File: config.mk
export PLATFORM = sky130hd
export DESIGN_NAME = digit_counter_mux
export DESIGN_NICKNAME = d
export VERILOG_FILES = /design/src/rtl/digit_counter_mux_pkg.sv /design/src/rtl/digit_counter_mux_seg7_decode.sv /design/src/rtl/digit_counter_mux.sv
export SDC_FILE = /design/constraint.sdc
export NUM_CORES = 1
export LEC_CHECK = 0
export CORE_MARGIN = 1.5
export CORE_UTILIZATION = 43
export CTS_BUF_LIST = sky130_fd_sc_hd__clkbuf_16
export CTS_CLUSTER_SIZE = 28
export DETAILED_ROUTE_END_ITERATION = 6
export SLEW_MARGIN = 20
export SYNTH_ARGS = -nofsm -noshare
export SYNTH_HDL_FRONTEND = slang
export SYNTH_SLANG_ARGS = --single-unit
File: constraint.sdc
create_clock -name clk -period 8.2 [get_ports clk]
set_input_delay 2.46 -clock clk [delete_from_list [all_inputs] [get_ports clk]]
set_output_delay 2.46 -clock clk [all_outputs]
set_load 0.005 [all_outputs]
File: src/rtl/digit_counter_mux_pkg.sv
// Shared digit limits, segment layout and glyph constants.
// Define DECIMAL_MODE_EN for BCD digits (0-9); hex digits otherwise.
package digit_counter_mux_pkg;

  localparam int SEG_W  = 7;
  localparam int SEG_DP = 7;

  // glyph bit order {g,f,e,d,c,b,a}, 1 = segment lit
  localparam logic [SEG_W-1:0] G_0 = 7'h3F;
  localparam logic [SEG_W-1:0] G_1 = 7'h06;
  localparam logic [SEG_W-1:0] G_2 = 7'h5B;
  localparam logic [SEG_W-1:0] G_3 = 7'h4F;
  localparam logic [SEG_W-1:0] G_4 = 7'h66;
  localparam logic [SEG_W-1:0] G_5 = 7'h6D;
  localparam logic [SEG_W-1:0] G_6 = 7'h7D;
  localparam logic [SEG_W-1:0] G_7 = 7'h07;
  localparam logic [SEG_W-1:0] G_8 = 7'h7F;
  localparam logic [SEG_W-1:0] G_9 = 7'h6F;
  localparam logic [SEG_W-1:0] G_A = 7'h77;
  localparam logic [SEG_W-1:0] G_B = 7'h7C;
  localparam logic [SEG_W-1:0] G_C = 7'h39;
  localparam logic [SEG_W-1:0] G_D = 7'h5E;
  localparam logic [SEG_W-1:0] G_E = 7'h79;
  localparam logic [SEG_W-1:0] G_F = 7'h71;

  localparam logic [7:0] BLANK = 8'h00;

  localparam logic [3:0] HEX_MAX = 4'hF;
  localparam logic [3:0] DEC_MAX = 4'h9;

`ifdef DECIMAL_MODE_EN
  localparam bit DECIMAL = 1'b1;
`else
  localparam bit DECIMAL = 1'b0;
`endif

  localparam logic [3:0] DIGIT_MAX =
    DECIMAL ? DEC_MAX : HEX_MAX;

endpackage

File: src/rtl/digit_counter_mux_seg7_decode.sv
// 4-bit digit to 7-segment glyph, active-high.
// Output polarity is applied by the caller.
module seg7_decode
  import digit_counter_mux_pkg::*;
(
  input  logic [3:0]       i_digit,
  output logic [SEG_W-1:0] o_glyph
);

  always_comb begin
    o_glyph = G_0;
    case (i_digit)
      4'h0: o_glyph = G_0;
      4'h1: o_glyph = G_1;
      4'h2: o_glyph = G_2;
      4'h3: o_glyph = G_3;
      4'h4: o_glyph = G_4;
      4'h5: o_glyph = G_5;
      4'h6: o_glyph = G_6;
      4'h7: o_glyph = G_7;
      4'h8: o_glyph = G_8;
      4'h9: o_glyph = G_9;
      4'hA: o_glyph = G_A;
      4'hB: o_glyph = G_B;
      4'hC: o_glyph = G_C;
      4'hD: o_glyph = G_D;
      4'hE: o_glyph = G_E;
      4'hF: o_glyph = G_F;
      default: o_glyph = G_0;
    endcase
  end

endmodule

File: src/rtl/digit_counter_mux.sv
// Prescaled multi-digit up/down counter with muxed 7-seg display.
// DECIMAL_MODE_EN selects BCD digits instead of hex.
module digit_counter_mux
  import digit_counter_mux_pkg::*;
#(
  parameter int DIGITS         = 4,
  parameter int PRESCALE_BITS  = 24,
  parameter int REFRESH_BITS   = 16,
  parameter int SEG_ACTIVE_LOW = 1
) (
  input  logic                  clk,
  input  logic                  reset,
  input  logic                  en,
  input  logic                  up_down,
  input  logic                  load,
  input  logic [4*DIGITS-1:0]   load_value,
  output logic [4*DIGITS-1:0]   count,
  output logic                  step,
  output logic                  wrap,
  output logic [DIGITS-1:0]     an,
  output logic [7:0]            seg
);

  localparam int IDXW =
    (DIGITS > 1) ? $clog2(DIGITS) : 1;
  localparam bit LOW = (SEG_ACTIVE_LOW != 0);

  logic [PRESCALE_BITS-1:0] r_presc;
  logic [4*DIGITS-1:0]      r_count;
  logic                     r_step;
  logic                     r_wrap;
  logic [REFRESH_BITS-1:0]  r_refresh;
  logic [IDXW-1:0]          r_idx;
  logic [DIGITS-1:0]        r_an;
  logic [7:0]               r_seg;

  logic                     w_tick;
  logic [4*DIGITS-1:0]      w_count_nxt;
  logic [DIGITS:0]          w_carry;
  logic [3:0]               w_digit;
  logic [SEG_W-1:0]         w_glyph;
  logic [7:0]               w_seg_on;
  logic [DIGITS-1:0]        w_an_on;

  assign w_tick     = en & (&r_presc);
  assign w_carry[0] = 1'b1;

  // carry/borrow chain; digits above max come from loads only
  for (genvar gi = 0; gi < DIGITS; gi++) begin : g_digit
    logic [3:0] w_d;
    logic [3:0] w_n;
    logic       w_c;
    logic       w_over;

    assign w_d = r_count[4*gi +: 4];
`ifdef DECIMAL_MODE_EN
    assign w_over = (w_d > DIGIT_MAX);
`else
    assign w_over = 1'b0;
`endif

    always_comb begin
      w_n = w_d;
      w_c = 1'b0;
      if (w_carry[gi]) begin
        if (up_down) begin
          if (w_over || w_d == DIGIT_MAX) begin
            w_n = 4'd0;
            w_c = 1'b1;
          end else begin
            w_n = w_d + 4'd1;
          end
        end else begin
          if (w_d == 4'd0) begin
            w_n = DIGIT_MAX;
            w_c = 1'b1;
          end else if (w_over) begin
            w_n = DIGIT_MAX - 4'd1;
          end else begin
            w_n = w_d - 4'd1;
          end
        end
      end
    end

    assign w_count_nxt[4*gi +: 4] = w_n;
    assign w_carry[gi+1]          = w_c;
  end

  always_ff @(posedge clk or posedge reset) begin
    if (reset) begin
      r_presc <= '0;
      r_count <= '0;
      r_step  <= 1'b0;
      r_wrap  <= 1'b0;
    end else begin
      r_step <= 1'b0;
      r_wrap <= 1'b0;
      if (load) begin
        r_count <= load_value;
        r_presc <= '0;
      end else if (en) begin
        r_presc <= r_presc + 1'b1;
        if (w_tick) begin
          r_count <= w_count_nxt;
          r_step  <= 1'b1;
          r_wrap  <= w_carry[DIGITS];
        end
      end
    end
  end

  always_ff @(posedge clk or posedge reset) begin
    if (reset) begin
      r_refresh <= '0;
      r_idx     <= '0;
    end else begin
      r_refresh <= r_refresh + 1'b1;
      if (&r_refresh) begin
        if (r_idx == IDXW'(DIGITS-1))
          r_idx <= '0;
        else
          r_idx <= r_idx + 1'b1;
      end
    end
  end

  assign w_digit = r_count[4*r_idx +: 4];

  seg7_decode u_dec (
    .i_digit (w_digit),
    .o_glyph (w_glyph)
  );

  always_comb begin
    w_seg_on         = {1'b0, w_glyph};
    w_seg_on[SEG_DP] = (r_idx == '0) & ~up_down;
    w_an_on          = '0;
    w_an_on[r_idx]   = 1'b1;
  end

  // an and seg share one register stage so they never disagree
  always_ff @(posedge clk or posedge reset) begin
    if (reset) begin
      r_an  <= LOW ? '1 : '0;
      r_seg <= LOW ? ~BLANK : BLANK;
    end else begin
      r_an  <= LOW ? ~w_an_on : w_an_on;
      r_seg <= LOW ? ~w_seg_on : w_seg_on;
    end
  end

  assign count = r_count;
  assign step  = r_step;
  assign wrap  = r_wrap;
  assign an    = r_an;
  assign seg   = r_seg;

endmodule

; ---- Word-level counts from Yosys, hierarchy flattened
; Memories as Yosys holds them, arrays and structs flattened.
; Index checks and enable logic that the tools add are counted.
[word_totals]
n_memories = 1
out_inout_bits = 30
register_bits = 72
wordCells = 97
inputBits = 21
mem_bits_ro = 112
[memory_table]
columns = memory, words, width, rd, rd_clocked_by_memory_dff, write_ports, line
row1 = (no name shown), 16, 7, 1, 0, 0, digit_counter_mux_seg7_decode.sv:12  ; case (i_digit)
[op_classes]
add_sub_neg = 11
order_cmp = 2
eq_ne = 5
reduce_logical = 17
n_shift = 1
muxes = 44
bitwise = 5
[op_table]
columns = cell, n
row1 = two-way mux 4 bit, 15
row2 = two-way mux 16 bit, 3
row3 = two-way mux 24 bit, 2
row4 = "adder 24 x 1 -> 24 bit, second input constant", 1
row5 = AND reduction 24 bit, 1
row6 = two-way mux 1 bit, 22
row7 = "adder 16 x 1 -> 16 bit, second input constant", 1
row8 = "adder 4 x 1 -> 4 bit, second input constant", 4
row9 = "equality test 4 bit, second input constant", 4
row10 = zero test 4 bit, 4
row11 = AND reduction 16 bit, 1
row12 = variable part select 16 x 5 -> 4 bit, 1
row13 = "subtractor 4 x 1 -> 4 bit, second input constant", 4
row14 = nonzero test 2 bit, 5
row15 = AND reduction 3 bit, 3
row16 = NOT 8 bit, 1
row17 = NOT 4 bit, 1
row18 = "less-than comparator 2 x 3 -> 1 bit, second input constant", 1
row19 = "adder 2 x 1 -> 2 bit, second input constant", 1
row20 = bitwise AND 1 bit, 2
row21 = demux 1 bit (select 2 bit), 1
row22 = "equality test 2 bit, second input constant", 1
row23 = ">= comparator 2 x 1 -> 1 bit, second input constant", 1
row24 = zero test 2 bit, 1
row25 = other kinds (4), 4

; ---- Longest topological paths before layout
[depth]
depth_word = 9
depth_mapped = 8
ltp_nobuf = 7

; ---- By module
; From an unflattened synthesis, not the netlist that was laid out.
[hier_totals]
hier_cells = 431
area_unflattened_um2 = 4259.1
[modules_own_cells]
columns = mod, cells_per_inst, seq_area_each_um2, area_per_inst_um2, instances
row1 = digit_counter_mux, 398, 1816.7, 3971.3, 1
row2 = seg7_decode, 33, 0.0, 287.8, 1

; ---- Worst setup path after synthesis
; Ideal clock, no wire load.
[synth_timing]
path_kind = input to register
start = input up_down
end = register r_count[6], in the netlist count[6]
t_arrival_ns = 3.945
setup_slack_ns = 4.130
n_path_buf = 1
stages = 6
required_time_ns = 8.075
setup_time_ns = 0.125
cell_sequence = buf_6 -> or4b_4 -> a211o_1 -> nor3_2 -> xnor2_1 -> mux2_2
[synth_between]
elab_chain_cells = 5
elab_cells_between_ends = 8
cone_classes = mux (6) / reduce/logical (2)
[synth_rtl]
columns = element, line
row1 = "start, declared", digit_counter_mux.sv:14  ; input logic up_down,
row2 = two-way mux 4 bit, digit_counter_mux.sv:66  ; if (up_down) begin
row3 = two-way mux 4 bit, digit_counter_mux.sv:65  ; if (w_carry[gi]) begin
row4 = two-way mux 16 bit, digit_counter_mux.sv:104  ; if (w_tick) begin
row5 = two-way mux 16 bit, digit_counter_mux.sv:102  ; end else if (en) begin
row6 = two-way mux 16 bit, digit_counter_mux.sv:99  ; if (load) begin
row7 = "end signal, assigned", digit_counter_mux.sv:100  ; r_count <= load_value;
row8 = "end signal, assigned", digit_counter_mux.sv:105  ; r_count <= w_count_nxt;
row9 = "end, declared", digit_counter_mux.sv:29  ; logic [4*DIGITS-1:0] r_count;
; Parallel ways exist; a longest one is shown, timed or not. The select of a mux whose other input is x is not followed.
; A chain may end at the register's enable or synchronous reset.

; ---- Worst setup path in the final report
[layout_timing]
start = input up_down
end = register r_count[15], in the netlist count[15]
[layout_between]
elab_chain_cells = 5
elab_cells_between_ends = 12
cone_classes = mux (10) / reduce/logical (2)
[layout_rtl]
columns = element, line
row1 = two-way mux 1 bit / two-way mux 4 bit (equally long branches), digit_counter_mux.sv:66
row2 = two-way mux 1 bit / two-way mux 4 bit (equally long branches), digit_counter_mux.sv:65
row3 = two-way mux 1 bit / two-way mux 16 bit (equally long branches), "digit_counter_mux.sv:65, digit_counter_mux.sv:104"
row4 = nonzero test 2 bit (no source line) / two-way mux 16 bit (equally long branches), n/a
row5 = AND reduction 3 bit (no source line) / two-way mux 16 bit (equally long branches), n/a
; Parallel ways exist; a longest one is shown, timed or not. The select of a mux whose other input is x is not followed.

==> reports/results.ini <==
[outcome]
status=finished clean

[critical_path]
arrival_ns=4.62
startpoint_type=primary input
cp-end-kind=register
path_max_fanout=27
crit_type=primary input to register
worstPathRequired_ns=8.37

[clock_tree]
htree_levels=3
cts_setup_buffers=0
ctsResizeCount=0
cts_hold_buf=0
cts_buffer_depth=2
clkTransAtPathRegs_ns=0.06
clockRootBuffer=clkbuf_16
cts_tree=yes
insertion_delay_ns=0.33
clock-sinks=72
cts_buffers=9

[power_and_ir_drop]
p_leak_uw=0.002115
p_per_area_nw_per_um2=173.9
switching_share_pct=25.86
p_comb_share_pct=14.2
power_switching_uw=223.5
seqPwrFrac_pct=45.6
ir_worst_vdd_mv=0.08134
p_int_uw=640.7
clkPwrFrac_pct=40.2

[yosys]
synth_most_common_cell=dfrtp_1
synth_top_family_by_area=simple AND/OR/NAND/NOR gates
syn_inst=421
ys.flop_type=dfrtp_1
synth_xor_area_share_pct=9.105
netlist.area_leader.share_pct=36.30
postSynthAreaPerCell_sq_um=9.825
synth-simple-area-share_pct=19.51
yosys_warnings=0
synth_fa_ha_area_share_pct=6.050
ys_ff_latch=72
yosysTopAreaCell=dfrtp_1
synth_cell_types=49
synth_common_cells=dfrtp_1, nand2_1, nor2_1, xnor2_1, inv_1
synthTopCellsByArea=dfrtp_1, dfstp_2, ha_1, xnor2_1, nand2_1
async_flop_share_pct=100.0
synth_compound_area_share_pct=8.893
synth_mux_area_share_pct=7.532
synth_seq_area_share_pct=43.92
syn_area_sq_um=4136
synth-edff-count=0
synth_nets=462

[timing]
rsz0062_at_grt=false
hold_ws_ns=0.4676
max_freq_mhz=224.5
tightest_slew_ns=0.9595
fin_skew_ns=0.007741
setup_viol=0
fin_crit_ns=4.454
slew_viol_final=0
tns_ns=0
finalCritPeriodShare_pct=54.32
slew_headroom_pct=36.03
hold_viol_final=0

[placement]
gp_congestion=0.8151
hpwl_microns=5741
port_buffers=50

[cells_and_area]
area_growth_pct=20.12
diodes=0
nets=504
drive_above_1_share_pct=11.32

[detailed_routing]
wl_per_cell_microns=14.06
vias_per_cell=5.250
dr.pass1.iters=4
num_vias=3134
drc=0
drtAntennaViolNets=0
finalWirelength_microns=8394
first_iter_violations=160

[die]
ios=51
dieArea_sq_um=10220
start_util_pct=44.56
num_rows=35
dieWidth_microns=101.1
die_h_microns=101.1
core_area_sq_um=9284

[grt]
grt_pass1_vias=3026
grt_pass1_wl_microns=14480
grtUsageTotal_pct=18.17
grt_max_degree=73
antenna_found_initial=0
grt-ovfl-total=0

[job]
cap_violations=0

[worst_hold_path]
hold_class=register to register

[state kept, by name, summed over array words and instances (netlist names)]
register	count
step	1
an	4
r_refresh	16
count	16
wrap	1
r_idx	2
seg	8
r_presc	24
[worst max-delay path: stages]
cell and delay, ns:
clkdlybuf4s50_1 0.40, buf_4 0.23, or4b_2 0.67, a22oi_1 0.25, nand4_1 0.26, mux2i_1 0.24
o21ai_0 0.09
[cell families after synthesis]
| family | count (synthesis) |
|---|---|
| mux | 24 |
| flops | 72 |
| compound gates | 60 |
| simple gates | 155 |
| xor+xnor | 43 |
| fa+ha+maj | 20 |
| buf+inv | 47 |
[power groups by stage]
stage	combinational, uW	clock (uW)	sequential (uW)
2_1_floorplan	79.4	0	391
3_3_place_gp	122	0	400
3_5_place_dp	123	0	400
4_1_cts	124	360	394
5_1_grt	138	379	397
6_report	123	347	394
[placed cells by master, fill, tap and decap left out, types with 14 or more instances in the layout]
cell type,instances
nand2_1,39
ha_1,20
nor2_1,39
dfrtp_1,60
xnor2_1,28
nand4_1,18
a21oi_1,14
clkdlybuf4s50_1,49
nand3_1,19
xor2_1,15
o21ai_0,15
inv_1,25
[per-stage QoR]
| step | power [uW] | cell area [sq um] | worst slack [ns] | cells | util, % |
|---|---|---|---|---|---|
| 3_3_place_gp | 522.2 | 4703 | 3.471 | 581 | 50.66 |
| 5_1_grt | 914.6 | 4969 | 3.562 | 597 | 53.52 |
| 3_5_place_dp | 523.5 | 4703 | 3.404 | 581 | 50.66 |
| 2_1_floorplan | 470.8 | 4136 | 3.935 | 421 | - |
| 6_report | 864.2 | 4969 | 3.746 | 597 | 53.52 |
| 4_1_cts | 878.4 | 4969 | 3.753 | 597 | 53.52 |
[final cells by class]
class / instances / area, sq um
Multi-Input combinational cell: 302 / 2113
Tap cell: 129 / 161.4
Timing Repair Buffer: 53 / 518.0
Inverter: 25 / 93.84
Clock inverter: 7 / 40.04
Sequential cell: 72 / 1817
Fill cell: 849 / 4315
Clock buffer: 9 / 225.2
[worst paths after layout]
kind / start / to / slack [ns] / cells past startpoint
min in group asynchronous: reset / r_refresh[14] / 2.72 / 3
setup reg to reg: count[8] / count[15] / 5.77 / 7
hold reg to reg: r_refresh[14] / r_refresh[14] / 0.47 / 1
hold / removal: r_refresh[14] / r_refresh[14] / 0.47 / 1
setup / recovery: up_down / count[15] / 3.75 / 7
max in group asynchronous: reset / count[6] / 4.89 / 3
[routing by layer]
metal	GRT usage, %	share of wire [%]
met4	7.372	2.0
met2	28.19	45
met3	4.785	4.2
met5	0	0
met1	24.18	48
(Power assumes the default switching activity.)
